### config.mk
export PLATFORM = sky130hd
export DESIGN_NAME = pipeline_hazard_ctrl_flat
export DESIGN_NICKNAME = d
export VERILOG_FILES = /design/src/rtl/pipeline_hazard_ctrl_if.sv /design/src/rtl/pipeline_hazard_ctrl.sv /design/src/flat_wrapper.sv
export SDC_FILE = /design/constraint.sdc
export NUM_CORES = 1
export LEC_CHECK = 0
export CAP_MARGIN = 30
export CORE_MARGIN = 8
export CORE_UTILIZATION = 41
export CTS_CLUSTER_SIZE = 40
export DETAILED_ROUTE_END_ITERATION = 10
export HOLD_SLACK_MARGIN = 0.03
export PLACE_DENSITY_LB_ADDON = 0.1
export SLEW_MARGIN = 40
export SYNTH_ARGS = -nofsm -noshare
export SYNTH_HDL_FRONTEND = slang
export SYNTH_SLANG_ARGS = --single-unit
export TNS_END_PERCENT = 5
### constraint.sdc
create_clock -name clk -period 2.7 [get_ports clk]
set_input_delay 0.27 -clock clk [delete_from_list [all_inputs] [get_ports clk]]
set_output_delay 0.27 -clock clk [all_outputs]
set_load 0.03 [all_outputs]
### src/rtl/pipeline_hazard_ctrl_if.sv
// pipeline_hazard_ctrl_if: hazard-unit bundle between the pipeline and its hazard/flow controller
interface pipeline_hazard_ctrl_if #(parameter int CNT_W = 32);
  logic [4:0] rs1_D, rs2_D, rd_MW;
  logic rs1_used_D, rs2_used_D, br_taken;
  logic reg_wrMW, rd_enMW, wr_enMW;
  logic csr_reg_rdMW, csr_reg_wrMW, is_mretMW;
  logic [1:0] wb_selMW;
  logic mem_ack, irq_pending;
  logic stall, flush_DE, flush_MW, fwd_a, fwd_b;
  logic trap_take, mret_take, mem_err;
  logic [CNT_W-1:0] stall_count;
  modport master (
    output rs1_D, rs2_D, rd_MW, rs1_used_D, rs2_used_D, br_taken,
           reg_wrMW, rd_enMW, wr_enMW, csr_reg_rdMW, csr_reg_wrMW, is_mretMW,
           wb_selMW, mem_ack, irq_pending,
    input  stall, flush_DE, flush_MW, fwd_a, fwd_b, trap_take, mret_take, mem_err, stall_count
  );
  modport slave (
    input  rs1_D, rs2_D, rd_MW, rs1_used_D, rs2_used_D, br_taken,
           reg_wrMW, rd_enMW, wr_enMW, csr_reg_rdMW, csr_reg_wrMW, is_mretMW,
           wb_selMW, mem_ack, irq_pending,
    output stall, flush_DE, flush_MW, fwd_a, fwd_b, trap_take, mret_take, mem_err, stall_count
  );
endinterface

### src/rtl/pipeline_hazard_ctrl.sv
// pipeline_hazard_ctrl: stall, flush, forwarding and trap/mret redirect control for a 3-stage pipeline
module pipeline_hazard_ctrl #(
  parameter int MEM_TIMEOUT = 16,
  parameter int CNT_W = 32
) (
  input logic clk,
  input logic rst,
  pipeline_hazard_ctrl_if.slave h
);
  typedef enum logic [1:0] {RUN, MEM_WAIT, REDIRECT} state_t;
  localparam logic [7:0] TMO = 8'(MEM_TIMEOUT);
  state_t st;
  logic [7:0] wcnt;
  logic [CNT_W-1:0] cnt;
  logic memop, run, wt, redir, mem_stall, tmo, ev, unused_ok;
  assign memop = h.rd_enMW | h.wr_enMW;
  assign run = st == RUN;
  assign wt = st == MEM_WAIT;
  assign redir = st == REDIRECT;
  assign mem_stall = run & memop & ~h.mem_ack;
  assign tmo = wt & ~h.mem_ack & (wcnt == TMO);
  assign ev = run & ~mem_stall;
  assign h.stall = ~rst & (mem_stall | (wt & ~h.mem_ack & ~tmo));
  assign h.mret_take = ~rst & ev & h.is_mretMW;
  assign h.trap_take = ~rst & ev & ~h.is_mretMW & h.irq_pending;
  assign h.flush_DE = rst | redir | (ev & (h.is_mretMW | h.irq_pending | h.br_taken));
  assign h.flush_MW = rst | redir | tmo;
  assign h.mem_err = ~rst & tmo;
  assign h.fwd_a = ~rst & h.reg_wrMW & (h.rd_MW != 5'd0) & h.rs1_used_D & (h.rs1_D == h.rd_MW);
  assign h.fwd_b = ~rst & h.reg_wrMW & (h.rd_MW != 5'd0) & h.rs2_used_D & (h.rs2_D == h.rd_MW);
  assign h.stall_count = cnt;
  assign unused_ok = ^{h.wb_selMW, h.csr_reg_rdMW, h.csr_reg_wrMW};
  always_ff @(posedge clk) begin
    if (rst) begin
      st <= RUN;
      wcnt <= 8'd0;
      cnt <= '0;
    end else begin
      st <= mem_stall ? MEM_WAIT :
            (h.mret_take | h.trap_take) ? REDIRECT :
            (wt & ~h.mem_ack & ~tmo) ? MEM_WAIT : RUN;
      wcnt <= mem_stall ? 8'd1 : wcnt + 8'(wt);
      cnt <= cnt + CNT_W'(h.stall);
    end
  end
endmodule
### src/flat_wrapper.sv
// flat-port wrapper written by rule: the top's interface ports become plain ports
module pipeline_hazard_ctrl_flat 
#(
  parameter int MEM_TIMEOUT = 16,
  parameter int CNT_W = 32
)
  (clk, rst, h_rs1_D, h_rs2_D, h_rd_MW, h_rs1_used_D, h_rs2_used_D, h_br_taken, h_reg_wrMW, h_rd_enMW, h_wr_enMW, h_csr_reg_rdMW, h_csr_reg_wrMW, h_is_mretMW, h_wb_selMW, h_mem_ack, h_irq_pending, h_stall, h_flush_DE, h_flush_MW, h_fwd_a, h_fwd_b, h_trap_take, h_mret_take, h_mem_err, h_stall_count);
  pipeline_hazard_ctrl_if #(.CNT_W(CNT_W)) h_i ();
  input logic clk;
  input logic rst;
  input wire logic [$bits(h_i.rs1_D)-1:0] h_rs1_D;
  input wire logic [$bits(h_i.rs2_D)-1:0] h_rs2_D;
  input wire logic [$bits(h_i.rd_MW)-1:0] h_rd_MW;
  input wire logic [$bits(h_i.rs1_used_D)-1:0] h_rs1_used_D;
  input wire logic [$bits(h_i.rs2_used_D)-1:0] h_rs2_used_D;
  input wire logic [$bits(h_i.br_taken)-1:0] h_br_taken;
  input wire logic [$bits(h_i.reg_wrMW)-1:0] h_reg_wrMW;
  input wire logic [$bits(h_i.rd_enMW)-1:0] h_rd_enMW;
  input wire logic [$bits(h_i.wr_enMW)-1:0] h_wr_enMW;
  input wire logic [$bits(h_i.csr_reg_rdMW)-1:0] h_csr_reg_rdMW;
  input wire logic [$bits(h_i.csr_reg_wrMW)-1:0] h_csr_reg_wrMW;
  input wire logic [$bits(h_i.is_mretMW)-1:0] h_is_mretMW;
  input wire logic [$bits(h_i.wb_selMW)-1:0] h_wb_selMW;
  input wire logic [$bits(h_i.mem_ack)-1:0] h_mem_ack;
  input wire logic [$bits(h_i.irq_pending)-1:0] h_irq_pending;
  output wire logic [$bits(h_i.stall)-1:0] h_stall;
  output wire logic [$bits(h_i.flush_DE)-1:0] h_flush_DE;
  output wire logic [$bits(h_i.flush_MW)-1:0] h_flush_MW;
  output wire logic [$bits(h_i.fwd_a)-1:0] h_fwd_a;
  output wire logic [$bits(h_i.fwd_b)-1:0] h_fwd_b;
  output wire logic [$bits(h_i.trap_take)-1:0] h_trap_take;
  output wire logic [$bits(h_i.mret_take)-1:0] h_mret_take;
  output wire logic [$bits(h_i.mem_err)-1:0] h_mem_err;
  output wire logic [$bits(h_i.stall_count)-1:0] h_stall_count;
  assign h_i.rs1_D = h_rs1_D;
  assign h_i.rs2_D = h_rs2_D;
  assign h_i.rd_MW = h_rd_MW;
  assign h_i.rs1_used_D = h_rs1_used_D;
  assign h_i.rs2_used_D = h_rs2_used_D;
  assign h_i.br_taken = h_br_taken;
  assign h_i.reg_wrMW = h_reg_wrMW;
  assign h_i.rd_enMW = h_rd_enMW;
  assign h_i.wr_enMW = h_wr_enMW;
  assign h_i.csr_reg_rdMW = h_csr_reg_rdMW;
  assign h_i.csr_reg_wrMW = h_csr_reg_wrMW;
  assign h_i.is_mretMW = h_is_mretMW;
  assign h_i.wb_selMW = h_wb_selMW;
  assign h_i.mem_ack = h_mem_ack;
  assign h_i.irq_pending = h_irq_pending;
  assign h_stall = h_i.stall;
  assign h_flush_DE = h_i.flush_DE;
  assign h_flush_MW = h_i.flush_MW;
  assign h_fwd_a = h_i.fwd_a;
  assign h_fwd_b = h_i.fwd_b;
  assign h_trap_take = h_i.trap_take;
  assign h_mret_take = h_i.mret_take;
  assign h_mem_err = h_i.mem_err;
  assign h_stall_count = h_i.stall_count;
  pipeline_hazard_ctrl #(.MEM_TIMEOUT(MEM_TIMEOUT), .CNT_W(CNT_W)) u_core (.clk(clk), .rst(rst), .h(h_i));
endmodule
== Yosys cells after proc, flatten, opt, wreduce, memory -nomap -nowiden ==
Cells that the tools add are included.

* Register bits after elaboration: 42
* Input bits: 30
* Output and inout bits: 40
* Logic and storage cells: 51

* Add/subtract/negate cells: 2
* Equality and inequality tests: 5
* Mux-type cells: 4
* Bitwise gates (word level): 32
* Reductions and logical operators: 3

{| class="wikitable"
|+ Operators by type and width
! kind !! number
|-
| adder 32 x 1 -> 32 bit || 1
|-
| AND 1 bit || 19
|-
| equality test 5 bit || 2
|-
| adder 8 x 1 -> 8 bit || 1
|-
| equality test 8 x 5 -> 1 bit, second input constant || 1
|-
| OR 1 bit || 8
|-
| NOT 1 bit || 5
|-
| nonzero test 5 bit || 1
|-
| 2-to-1 mux 1 bit || 3
|-
| equality test 2 x 1 -> 1 bit, second input constant || 1
|-
| equality test 2 bit, second input constant || 1
|-
| zero test 2 bit || 1
|-
| 2-to-1 mux 2 bit || 1
|-
| OR reduction 2 bit || 1
|}

== Longest topological paths before layout ==
* Word-level depth: 11
* Mapped depth: 11
* Gate-level depth less buffers: 10

== Worst setup path before layout ==
OpenSTA, ideal clock, no wires.

* Path type: register -> register
* From: register u_core.st[1]
* To: register u_core.cnt[30] (netlist: u_core.h.stall_count[30])
* Library setup time: 0.071 ns
* Data arrival time: 3.052 ns
* Data required time: 2.629 ns
* Path slack: -0.423 ns
* Stages on the path, launching flop included: 12
* Path buffers: 1
* Period minus slack after synthesis: 3.123 ns
* Path through: dfxtp_1 > nor2_1 > o211a_1 > a31oi_1 > nor2_1 > ha_1 > ha_1 > inv_1 > or4_4 > buf_6 > or4_1 > a21oi_1

* Cells in the longest elaborated chain, start to end: 8
* Elaborated cells on any way between the ends: 11
* Classes of those cells: add/sub (1); eq/ne (1); bitwise (8); reduce/logical (1)

{| class="wikitable"
|+ Ends and longest elaborated chain
! element !! RTL line !! RTL
|-
| from (decl) || pipeline_hazard_ctrl.sv:12 || <nowiki>state_t st;</nowiki>
|-
| from (signal assigned) || pipeline_hazard_ctrl.sv:39 || <nowiki>st <= mem_stall ? MEM_WAIT :</nowiki>
|-
| equality test 2 x 1 -> 1 bit || pipeline_hazard_ctrl.sv:18 || <nowiki>assign wt = st == MEM_WAIT;</nowiki>
|-
| AND 1 bit || pipeline_hazard_ctrl.sv:21, pipeline_hazard_ctrl.sv:23 ||
|-
| AND 1 bit || pipeline_hazard_ctrl.sv:21 || <nowiki>assign tmo = wt & ~h.mem_ack & (wcnt == TMO);</nowiki>
|-
| NOT 1 bit || pipeline_hazard_ctrl.sv:23 || <nowiki>assign h.stall = ~rst & (mem_stall | (wt & ~h.mem_ack & ~tmo));</nowiki>
|-
| AND 1 bit || pipeline_hazard_ctrl.sv:23 ||
|-
| OR 1 bit * || pipeline_hazard_ctrl.sv:23 ||
|-
| AND 1 bit * || pipeline_hazard_ctrl.sv:23 ||
|-
| via h_stall || flat_wrapper.sv:26 || <nowiki>output wire logic [$bits(h_i.stall)-1:0] h_stall;</nowiki>
|-
| adder 32 x 1 -> 32 bit * || pipeline_hazard_ctrl.sv:43 || <nowiki>cnt <= cnt + CNT_W'(h.stall);</nowiki>
|-
| to (signal assigned) || pipeline_hazard_ctrl.sv:43 ||
|-
| to (decl) || pipeline_hazard_ctrl.sv:14 || <nowiki>logic [CNT_W-1:0] cnt;</nowiki>
|}

The timed path passes the listed nets; every way through them passes the cells marked *.
A chain may end at the register's enable or synchronous reset.

== Worst setup path in the final report ==
* From: input h_mem_ack
* To: register u_core.cnt[22] (netlist: u_core.h.stall_count[22])

* Cells in the longest elaborated chain, start to end: 8
* Elaborated cells on any way between the ends: 9
* Classes of those cells: add/sub (1); bitwise (8)

{| class="wikitable"
|+ Ends and longest elaborated chain
! element !! RTL line !! RTL
|-
| from (decl) || flat_wrapper.sv:24 || <nowiki>input wire logic [$bits(h_i.mem_ack)-1:0] h_mem_ack;</nowiki>
|-
| NOT 1 bit * || pipeline_hazard_ctrl.sv:20, pipeline_hazard_ctrl.sv:21, pipeline_hazard_ctrl.sv:23 ||
|-
| AND 1 bit || pipeline_hazard_ctrl.sv:21, pipeline_hazard_ctrl.sv:23 ||
|-
| AND 1 bit || pipeline_hazard_ctrl.sv:21 ||
|-
| NOT 1 bit || pipeline_hazard_ctrl.sv:23 ||
|-
| AND 1 bit || pipeline_hazard_ctrl.sv:23 ||
|-
| OR 1 bit * || pipeline_hazard_ctrl.sv:23 ||
|-
| AND 1 bit * || pipeline_hazard_ctrl.sv:23 ||
|-
| adder 32 x 1 -> 32 bit * || pipeline_hazard_ctrl.sv:43 ||
|}

Mark *: on every way between the ends. The rest lies on a longest branch, timed or not.

==> summary.txt <==
Outcome
  – Run status: finished, final reports clean

Power and ir drop
  – Cell area power density: 389 mW/mm2
  – Total power draw: 1.17 mW
  – Max VDD drop: 0.000235 V
  – Static leakage: 1.00 nW

Critical path
  – Worst R2R Start: u_core.wcnt[4]$_SDFF_PP0_
  – CP Class: in -> reg
  – CP Launch Type: input pin
  – Reg2reg setup slack: 0.17 ns
  – Setup crit end kind: register
  – Crit path DAT: 2.79 ns
  – FF-to-FF End: u_core.h.stall_count[22]$_SDFF_PP0_
  – Crit path from: h_mem_ack
  – Worst Path Required: 2.92 ns
  – CP max FO: 9
  – Reg2reg path depth: 10

Placed design
  – HPWL Detailed: 3830 um
  – Placed insts: 384
  – Gpl congestion: 0.789
  – Port buffer count: 65
  – Post-DP Area: 0.00293 mm2

Yosys
  – Top cells by area, synth: dfxtp_1 (40%), xnor2_1 (6.7%), or4_1 (5.4%)
  – FFs w/ async S/R, synth: 0%
  – Unique cell type count in the Yosys netlist: 33
  – Syn Nets: 279
  – Most frequent cell after synthesis: dfxtp_1
  – Share of the synthesized area in the top cell type: 40.1%
  – Synth Register Bits: 42
  – Syn Inst Count: 245
  – Area leader, netlist: dfxtp_1
  – Mapped cell area: 0.00210 mm2
  – Synth top cells by count: dfxtp_1 (42), nor2_1 (26), a21oi_1 (19), xnor2_1 (16), or4_1 (15)
  – YS warnings: 0
  – Syn Area/Cell: 8.55 um2
  – Synth Flop Type: dfxtp_1
  – Seq/Total Area, Yosys: 40.1%
  – Post-synth EDFFs: 0

Clock network
  – Clock Tree Buf Depth: 2
  – CTS Buf Count: 5
  – CTS tree: yes
  – Setup bufs post-CTS: 0
  – Clock Latency Late Sink: 0.29 ns
  – Clock Pin Slew Worst Setup and Hold Paths: 0.08 ns
  – H-tree Lvls: 2
  – Root Buffer: clkbuf_8
  – Post-CTS Hold Buffers: 0
  – Total clock sinks: 42
  – Resize count post-CTS: 0

Timing
  – Crit path time final: 2.56 ns
  – Fmax: 391 MHz
  – Slew margin rel.: 73.0%
  – Setup Viol. Count Final: 0
  – Clock Skews: 0.00924 ns
  – RSZ-0062 raised after global routing: false
  – Final Hold Fails: 0
  – Max Slew Vio Count: 0
  – Setup TNS: 0 ns
  – Hold_ws: 0.495 ns
  – Fin crit share: 94.8%
  – Worst Max-Slew Pin Slew: 0.406 ns

Drt
  – Wire per inst: 12.8 um
  – DRT iter0 DRCs: 99
  – Antenna-violating nets left: 0
  – Routed WL: 5010 um
  – 1st-pass router iterations: 4
  – Remaining DRCs: 0
  – Via count: 2052
  – Vias/cell: 5.23

Layout
  – Share of layout cells above drive strength 1: 12.1%
  – Fillers: 499
  – Final instance area: 0.00301 mm2
  – Fin cells: 392
  – ANT cells: 0
  – Register area: 842 um2
  – Area Overhead vs Synth: 43.8%
  – Nets: 355
  – Footprint of the multi-input gates: 0.00123 mm2

Floorplanning
  – Chip Width: 87.5 um
  – Die Y-Extent: 87.5 um
  – Starting Density: 41.8%
  – I/O Pins: 70
  – Core area: 0.00501 mm2
  – DIE AREA: 0.00766 mm2
  – Row cnt: 26

GRT
  – Initial antenna violation count: 0
  – All-layer global routing usage: 13.8%
  – Vias in the first global route: 1957
  – Total gr overflow: 0
  – Global-route wire length before repair: 8620 um
  – Largest net degree at the start of global routing: 40

Worst hold path
  – Worst Hold Path EP: u_core.h.stall_count[31]$_SDFF_PP0_
  – Hold depth: 2
  – Worst min path class: reg -> reg
  – Min-Delay Startpoint: u_core.h.stall_count[31]$_SDFF_PP0_

Flow run
  – Maxcap violations: 0
-- logic make-up (layout without fill, tap and decap cells) --
group           Yosys count  count (layout)  synth area share [%]
simple gates            112             112                  30.1
xor+xnor                 28              28                  11.7
flops                    42              42                  40.1
compound gates           43              43                  12.4
buf+inv                  16              93                  3.28
fa+ha+maj                 4               4                  2.39
-- layer usage --
metal  wire length [um]  vias to the layer above  track usage, %
met5                  0                        -               0
met4                 15                        0            2.34
met3                472                        4            6.04
met2               2250                       57            21.8
met1               2260                      941            16.9
li1                   -                     1050               -
-- flip-flops by register name, indices dropped and copies added, names as in the netlist --
register,cells
u_core.h.stall_count,32
u_core.wcnt,8
u_core.st,2
-- critical path, stage by stage --
cell and delay, ns:
clkdlybuf4s50_1 0.44, nor2_4 0.09, o211a_1 0.18, a31oi_2 0.07
nor2_4 0.15, ha_4 0.16, ha_4 0.12, inv_1 0.03
or4_4 0.58, or4_1 0.53, a21oi_1 0.15
-- area by class of cell --
type                    instances  area share (%)
well taps                      70            2.91
clock buffers                   6            2.41
repair buffers                 80            24.8
clock inverters                 2           0.457
flip-flops and latches         42            27.9
multi-input cells             187            40.9
inverters                       5           0.623
-- worst max-delay path by stage --
| stage | end | slack [ns] | depth (start not counted) |
|---|---|---|---|
| after floorplan | u_core.h.stall_count[30]$_SDFF_PP0_ | 0.007 | 11 |
| after global placement | u_core.h.stall_count[28]$_SDFF_PP0_ | -0.12 | 11 |
| after detailed placement | u_core.h.stall_count[26]$_SDFF_PP0_ | -0.18 | 11 |
| after CTS | u_core.h.stall_count[26]$_SDFF_PP0_ | 0.14 | 11 |
| after global routing | u_core.h.stall_count[26]$_SDFF_PP0_ | 0.01 | 10 |
| final | u_core.h.stall_count[22]$_SDFF_PP0_ | 0.14 | 11 |
-- report_power, final --
| group | switching (mW) | total [mW] | internal [mW] |
|---|---|---|---|
| sequential | 0.00774 | 0.634 | 0.627 |
| combinational | 0.0675 | 0.146 | 0.0786 |
| clock | 0.209 | 0.392 | 0.182 |
| total | 0.285 | 1.17 | 0.888 |
-- stage by stage --
step | setup slack, ns | utilization [%]
after detailed placement | -0.182 | 58.4
after floorplan | 0.00693 | -
after CTS | 0.136 | 60.1
final | 0.140 | 60.1
after global placement | -0.119 | 58.4
after global routing | 0.0117 | 60.1
-- layout by cell type (no fill, tap or decap), types with 2 or more instances in the layout --
master	netlist	final
a21oi_1	19	19
and3_1	3	3
and4_1	5	5
buf_4	0	22
clkbuf_8	0	5
clkdlybuf4s50_1	0	58
dfxtp_1	42	41
ha_1	4	2
ha_4	0	2
inv_1	5	5
nand2_1	13	13
nand3_1	13	13
nand4_1	10	10
nor2_1	26	24
nor2_4	0	2
nor2b_1	3	3
nor3_1	5	5
nor4_1	5	5
nor4b_1	2	2
o21ai_0	7	7
o31ai_1	13	13
or3_1	6	6
or4_1	15	15
xnor2_1	16	16
xor2_1	12	12
No activity file was read; power rests on OpenSTA's default activity.
